==> src/rtl/keccak_pi_inv_lane_stream.sv <==
// Streaming inverse of the Keccak Pi step: buffers 25 Pi-permuted lanes,
// then emits them in original (5*Y+X) order using a constant slot table.
module keccak_pi_inv_lane_stream #(
    parameter int unsigned LANE_W    = 64,
    parameter int unsigned NUM_LANES = 25
) (
    input  logic              clk,
    input  logic              rst,
    input  logic [LANE_W-1:0] i_lane,
    input  logic              i_valid,
    output logic              i_ready,
    output logic [LANE_W-1:0] o_lane,
    output logic              o_valid,
    input  logic              o_ready,
    output logic              o_last
);

    localparam int unsigned CNT_W = 5;
    localparam logic [CNT_W-1:0] LAST_IDX = CNT_W'(NUM_LANES - 1);

    typedef enum logic {
        FILL  = 1'b0,
        DRAIN = 1'b1
    } state_t;

    state_t            state_q, state_d;
    logic [CNT_W-1:0]  wr_cnt_q, wr_cnt_d;
    logic [CNT_W-1:0]  rd_cnt_q, rd_cnt_d;
    logic              i_ready_q, i_ready_d;
    logic              o_valid_q, o_valid_d;
    logic              o_last_q, o_last_d;
    logic [LANE_W-1:0] o_lane_q, o_lane_d;
    logic [LANE_W-1:0] lane_buf_q [NUM_LANES];

    logic              wr_en;
    logic              rd_en;
    logic [CNT_W-1:0]  src_idx;

    // Output index 5*Y+X reads buffer slot 5*((2X+3Y) mod 5)+Y.
    function automatic logic [CNT_W-1:0] src_slot(input logic [CNT_W-1:0] idx);
        logic [CNT_W-1:0] s;
        case (idx)
            5'd0:    s = 5'd0;
            5'd1:    s = 5'd10;
            5'd2:    s = 5'd20;
            5'd3:    s = 5'd5;
            5'd4:    s = 5'd15;
            5'd5:    s = 5'd16;
            5'd6:    s = 5'd1;
            5'd7:    s = 5'd11;
            5'd8:    s = 5'd21;
            5'd9:    s = 5'd6;
            5'd10:   s = 5'd7;
            5'd11:   s = 5'd17;
            5'd12:   s = 5'd2;
            5'd13:   s = 5'd12;
            5'd14:   s = 5'd22;
            5'd15:   s = 5'd23;
            5'd16:   s = 5'd8;
            5'd17:   s = 5'd18;
            5'd18:   s = 5'd3;
            5'd19:   s = 5'd13;
            5'd20:   s = 5'd14;
            5'd21:   s = 5'd24;
            5'd22:   s = 5'd9;
            5'd23:   s = 5'd19;
            5'd24:   s = 5'd4;
            default: s = 5'd0;
        endcase
        return s;
    endfunction

    assign wr_en = i_valid && i_ready_q;
    assign rd_en = o_valid_q && o_ready;

    // Next-state, counters and registered output values.
    always_comb begin
        state_d  = state_q;
        wr_cnt_d = wr_cnt_q;
        rd_cnt_d = rd_cnt_q;
        o_lane_d = o_lane_q;
        src_idx  = '0;

        case (state_q)
            FILL: begin
                if (wr_en) begin
                    if (wr_cnt_q == LAST_IDX) begin
                        state_d  = DRAIN;
                        wr_cnt_d = '0;
                        rd_cnt_d = '0;
                    end else begin
                        wr_cnt_d = wr_cnt_q + CNT_W'(1);
                    end
                end
            end
            DRAIN: begin
                if (rd_en) begin
                    if (rd_cnt_q == LAST_IDX) begin
                        state_d  = FILL;
                        rd_cnt_d = '0;
                    end else begin
                        rd_cnt_d = rd_cnt_q + CNT_W'(1);
                    end
                end
            end
            default: state_d = FILL;
        endcase

        // Forward the lane being written this cycle if it is the one selected.
        src_idx = src_slot(rd_cnt_d);
        if (wr_en && (wr_cnt_q == src_idx)) begin
            o_lane_d = i_lane;
        end else begin
            o_lane_d = lane_buf_q[src_idx];
        end

        i_ready_d = (state_d == FILL);
        o_valid_d = (state_d == DRAIN);
        o_last_d  = (state_d == DRAIN) && (rd_cnt_d == LAST_IDX);
    end

    // Control state with synchronous reset.
    always_ff @(posedge clk) begin
        if (rst) begin
            state_q   <= FILL;
            wr_cnt_q  <= '0;
            rd_cnt_q  <= '0;
            i_ready_q <= 1'b1;
            o_valid_q <= 1'b0;
            o_last_q  <= 1'b0;
        end else begin
            state_q   <= state_d;
            wr_cnt_q  <= wr_cnt_d;
            rd_cnt_q  <= rd_cnt_d;
            i_ready_q <= i_ready_d;
            o_valid_q <= o_valid_d;
            o_last_q  <= o_last_d;
        end
    end

    // Lane storage and output data carry no reset.
    always_ff @(posedge clk) begin
        if (wr_en && !rst) begin
            lane_buf_q[wr_cnt_q] <= i_lane;
        end
        o_lane_q <= o_lane_d;
    end

    assign i_ready = i_ready_q;
    assign o_valid = o_valid_q;
    assign o_last  = o_last_q;
    assign o_lane  = o_lane_q;

endmodule

==> config.mk <==
export PLATFORM = sky130hd
export DESIGN_NAME = keccak_pi_inv_lane_stream
export DESIGN_NICKNAME = d
export VERILOG_FILES = /design/src/rtl/keccak_pi_inv_lane_stream.sv
export SDC_FILE = /design/constraint.sdc
export NUM_CORES = 2
export LEC_CHECK = 0
export ABC_AREA = 1
export CAP_MARGIN = 20
export CORE_UTILIZATION = 25
export CTS_CLUSTER_DIAMETER = 30
export CTS_CLUSTER_SIZE = 10
export DETAILED_ROUTE_END_ITERATION = 7
export PLACE_DENSITY = 0.46
export SLEW_MARGIN = 40
export SYNTH_ARGS = -nofsm -noshare
export SYNTH_HDL_FRONTEND = slang
export SYNTH_SLANG_ARGS = --single-unit
==> constraint.sdc <==
create_clock -name clk -period 8.37 [get_ports clk]
set_input_delay 1.674 -clock clk [delete_from_list [all_inputs] [get_ports clk]]
set_output_delay 1.674 -clock clk [all_outputs]
set_load 0.1 [all_outputs]
**Word-level counts from Yosys, hierarchy flattened**

Memories as Yosys holds them, arrays and structs flattened.
Index checks and enable logic that the tools add are counted.
W data, S select, Z words.

- Bits in registers: 77
- Memory bits (writable): 1600
- ROM bits: 160
- Input bits: 68
- Output and inout bits: 67
- Word-level logic and storage cells: 37
- Memories kept: 2

- Add/sub/neg operators: 2
- Eq/ne operators: 4
- Mux-type cells: 14
- Bitwise logic cells: 2
- Reductions and logical operators: 7

Memory list:

| memory | words | bits a word | read ports | clocked after memory_dff | wr ports | RTL line | source |
|---|---|---|---|---|---|---|---|
| lane_buf_q | 25 | 64 | 1 | 0 | 1 | 33 | `logic [LANE_W-1:0] lane_buf_q [NUM_LANES];` |
| (name not given) | 32 | 5 | 1 | 0 | 0 | 42 | `case (idx)` |

Operator list:

| kind | number |
|---|---|
| $mux W64 | 1 |
| $mux W5 | 5 |
| $eq A5 B5 Y1 const B | 3 |
| $add A5 B1 Y5 const B | 2 |
| $pmux W5 S2 | 1 |
| $mux W1 | 6 |
| $eq A5 B5 Y1 | 1 |
| $logic_and A1 B1 Y1 | 5 |
| $not A1 Y1 | 2 |
| $pmux W1 S2 | 1 |
| $reduce_and A2 Y1 | 1 |
| $logic_not A1 Y1 | 1 |

**Depth between registers and ports, before layout**

An unclocked memory read counts as a cell.

- Depth after elaboration: 8
- Depth in mapped cells: 25
- Mapped depth without buffers: 23

**Least setup slack after synthesis**

OpenSTA, ideal clock, no wires.

- Path kind: input-to-reg
- Start: in rst
- End: mem lane_buf_q[0][0], enable pin
- Library setup time: 487 ps
- Arrival time: 4909 ps
- Required time: 7883 ps
- Slack: 2975 ps
- Stages on the path: 4
- Path buffers: 1
- Cell sequence: clkbuf_1 > nor2_1 > nand2_1 > nor2_1

- Longest elaborated chain between the ends: 4

RTL lines:

| what | RTL line | source |
|---|---|---|
| from (decl) | 8 | `input logic rst,` |
| $logic_not A1 Y1 | 143 | `if (wr_en && !rst) begin` |
| $logic_and A1 B1 Y1 | 143 |  |
| $mux W1 | 143 |  |
| $mux W1 (not written as such) | 144 | `lane_buf_q[wr_cnt_q] <= i_lane;` |
| to (decl) | 33 |  |

No other way between the ends.

**Final worst setup path**

- Start: in i_valid
- End: reg o_lane_q[41], in the netlist o_lane[41]

- Longest elaborated chain between the ends: 7
- Elaborated cells between the ends (all ways): 8
- Those cells by class: eq/ne (1); mux (3); reduce/logical (2); memory (2)

RTL lines:

| what | RTL line | source |
|---|---|---|
| from (decl) | 10 | `input logic i_valid,` |
| $logic_and A1 B1 Y1 * | 73 | `assign wr_en = i_valid && i_ready_q;` |
| $mux W5 * | 86 | `if (wr_en) begin` |
| $pmux W5 S2 * | 84 | `case (state_q)` |
| named net rd_cnt_d[0] | 28 | `logic [CNT_W-1:0] rd_cnt_q, rd_cnt_d;` |
| $mem_v2 Z32 W5 * | - |  |
| branches (longest 2 deep; another with $mem_v2 Z25 W64) | - |  |
| $mux W64 * | 111 | `if (wr_en && (wr_cnt_q == src_idx)) begin` |
| named net o_lane_d[41] | 32 | `logic [LANE_W-1:0] o_lane_q, o_lane_d;` |
| to (signal assigned) | 146 | `o_lane_q <= o_lane_d;` |
| to (decl) | 32 |  |

Mark *: on every way through the listed nets, which the timed path passes.
A chain may end at the register's enable or synchronous reset.

==> impl_summary.log <==
INFO  metric outcome = complete, no violations
INFO  metric worstSetupEndpointType = flip-flop
INFO  metric antenna_left = 0
INFO  metric synth_cell_types = 31
INFO  metric viasPerCell = about 4.6
INFO  metric hold_buf_count_cts = 0
INFO  metric clkPwrFrac = 0.607
INFO  metric largest_vdd_supply_drop = between 0.00015 and 0.0002 V
INFO  metric p_leak = ~0.035 µW
INFO  metric total_routing_usage_gr = 0.1574
INFO  metric max_slew_margin = 0.4046
INFO  metric grt_pass1_vias = about 49000
INFO  metric avgRoutedWirePerCell = approximately 21 µm
INFO  metric drt_first_iter_violations = ~4200
INFO  metric clkSinkCount = about 1700
INFO  metric p_sw = about 5300 µW
INFO  metric routabilityCongestion = 0.7235
INFO  metric number_of_remaining_drc_errors = 0
INFO  metric finalCritPeriodShare = 0.6510
INFO  metric number_of_antenna_violations_at_the_first_check_in_global_routing = 30
INFO  metric power_per_cell_area = 281.6 nW/µm²
INFO  metric grt_max_degree = 153
INFO  metric critical_path_arrival = roughly 6.3 ns
INFO  metric final_cell_mix = nand2_1, nand3_1, edfxtp_1, inv_1, clkbuf_16
INFO  metric hold_viol = 0
INFO  metric worstSetupStartpointType = input port
INFO  metric setup_viol = 0
INFO  metric core.rowCount = a little under 200
INFO  metric min-delay-path-class = flip-flop to flip-flop
INFO  metric timing_worst_slew_pin_value = a little under 0.9 ns
INFO  metric syn_area = just over 70000 µm²
INFO  metric wl = 229600 µm
INFO  metric h-tree-depth = 5
INFO  metric mappedNetlistNets = about 6600
INFO  metric count_of_pins_over_their_slew_limit = 0
INFO  metric initial_core_util = 0.2519
INFO  metric die_h = 535.8 µm
INFO  metric internal-power = 20050 µW
INFO  metric drv_cap = 0
INFO  metric port_buffers = ~130
INFO  metric ios = between 100 and 150
INFO  metric max_freq = 0.1835 GHz
INFO  metric yosysWarningCount = 0
INFO  metric synthToLayoutAreaGrowth = 26.18%
INFO  metric number_of_buffers_created_by_cts = just over 400
INFO  metric combinational_cell_fraction_of_total_power = 0.024
INFO  metric max-clock-path-buffers = 4
INFO  metric drive_above_1_share = 0.1301
INFO  metric design.die.area = 287100 µm²
INFO  metric cts_post_setup_buffers_inserted = 0
INFO  metric num-fill-cells = ~28000
INFO  metric first_pass_grt_wire_length = 336500 µm
INFO  metric required = about 9 ns
INFO  metric sequentialPowerShare = 0.369
INFO  metric timing.setup.critical_path_class = input port to flip-flop
INFO  metric p_sw_frac = 0.2078
INFO  metric fin_nets = ~6900
INFO  metric cts_tree = done
INFO  metric post_cts.resized_instances = 0
INFO  metric mostFrequentLayoutCell = nand2_1
INFO  metric yosysSeqAreaShare = 0.6961
INFO  metric fin_worst_skew = 0.06332 ns
INFO  metric synthesis.instances = 6560
INFO  metric dr_total_vias = between 40000 and 50000
INFO  metric cts.root.buffer_cell = clkbuf_16
INFO  metric grt_setup_unrepaired = false
INFO  metric grt_overflow_total = 0
INFO  metric ys_seq_elements = between 1500 and 2000
INFO  metric fp.coreArea = around 280000 µm²
INFO  metric insertion_delay = roughly 0.9 ns
INFO  metric syn_avg_cell_area = 10.86 µm²
INFO  metric clk_pin_slew_worst_paths = ~0.04 ns
INFO  metric die_w = between 500 and 600 µm
INFO  metric period_minus_slack = roughly 5.4 ns
INFO  metric crit_path_max_fanout = 53
INFO  metric design_power_total = around 25000 µW
INFO  metric finalSetupTns = 0 ns
INFO  metric dpl.hpwl = ~110000 µm
INFO  metric drt_first_pass_iters = 6
[worst max-delay path, stage by stage]
cell and delay, ns:
clkdlybuf4s50_1 0.40, nand2_1 0.19, inv_1 0.10, nand3_2 0.15
nand3_1 0.11, nand2_1 0.23, clkinv_1 0.23, ha_1 0.35
inv_1 0.05, nand2_1 0.08, nand2_1 0.11, o21ai_4 0.61
buf_4 0.47, buf_4 0.67, nand3_1 0.16, nand3_1 0.11
nand3_1 0.09, a21oi_1 0.24, nand2_1 0.09, nand2_1 0.07
[sequential cells by signal (all words and copies together) (netlist names)]
signal      flops
i_ready         1
lane_buf_q   1600
o_lane         64
o_last          1
o_valid         1
rd_cnt_q        5
wr_cnt_q        5
[logic make-up after synthesis]
kind of cell,synth area share
AOI/OAI and AO/OA,0.01031
xor gates and xnor gates,0.0002460
and+or+nand+nor,0.2334
DFF,0.6961
buffers and inverters,0.05763
adders and majority gates,0.002283
[Yosys cell counts]
cell type / count / area share
a211oi_1: 1 / 0.00011
a21oi_1: 133 / 0.0093
buf_1: 39 / 0.0021
buf_2: 253 / 0.018
buf_4: 17 / 0.0018
buf_6: 2 / 0.00032
clkbuf_1: 129 / 0.0068
clkinv_1: 3 / 0.00016
clkinv_4: 1 / 0.00012
dfxtp_1: 77 / 0.022
edfxtp_1: 1600 / 0.67
ha_1: 13 / 0.0023
inv_1: 536 / 0.028
inv_2: 7 / 0.00037
nand2_1: 1917 / 0.10
nand2_2: 8 / 0.00070
nand2_4: 1 / 0.00016
nand3_1: 1625 / 0.11
nand3_2: 6 / 0.00084
nand3b_1: 126 / 0.013
nand4_1: 2 / 0.00018
nor2_1: 44 / 0.0023
nor2_2: 1 / 0.000088
nor2_4: 1 / 0.00016
nor3_1: 4 / 0.00028
nor3b_1: 2 / 0.00021
o211ai_1: 3 / 0.00032
o21ai_0: 4 / 0.00028
o21ai_1: 2 / 0.00014
o21ai_2: 1 / 0.00012
xor2_1: 2 / 0.00025
[per-layer routing]
layer  up-vias  wire length, µm  global-route usage
met5         -               78                   0
met4        12             5628             0.04613
met3       440            11160             0.02752
met2      1311           112400              0.2682
met1     24990           100300              0.2031
li1      23118                -                   -
[area by class of cell]
type                       count  area (µm²)  share of cell area
sequential                  1677       49590              0.5517
multi-input combinational   3896       17800              0.1980
clock buffer                 504       10880              0.1210
tap                         3743        4683             0.05210
clock inverter               228        2606             0.02900
timing repair buffer         257        2230             0.02481
inverter                     547        2086             0.02321
antenna                        5       12.51           0.0001392
[metrics by stage]
step,hold WS (ns),setup WS (ns),util,cell area [µm²],std cells
final,0.5338,2.921,0.3179,89880,10857
after detailed placement,0.5322,2.022,0.2708,76570,10119
after global routing,0.5874,2.570,0.3178,89870,10853
after global placement,0.5345,1.799,0.2706,76510,10099
after floorplan,0.4890,2.975,-,71230,6560
after CTS,0.5410,2.971,0.3185,90050,10851
[final timing paths]
| kind | from | endpoint | slack [ns] | depth (start not counted) |
|---|---|---|---|---|
| worst max-delay path | i_valid | o_lane[41] | 2.92 | 20 |
| worst min-delay path | wr_cnt_q[1] | wr_cnt_q[1] | 0.53 | 2 |
| worst max register to register | wr_cnt_q[0] | o_lane[41] | 3.36 | 21 |
| worst min register to register | wr_cnt_q[1] | wr_cnt_q[1] | 0.53 | 2 |
[power groups by stage]
stage	Sequential [µW]	Clock (µW)	Combinational [µW]
6_report	9340	15400	617
5_1_grt	9330	16000	660
4_1_cts	9350	15600	638
3_5_place_dp	9490	0	637
3_3_place_gp	9490	0	666
2_1_floorplan	9710	0	118
(Power assumes the default switching activity.)
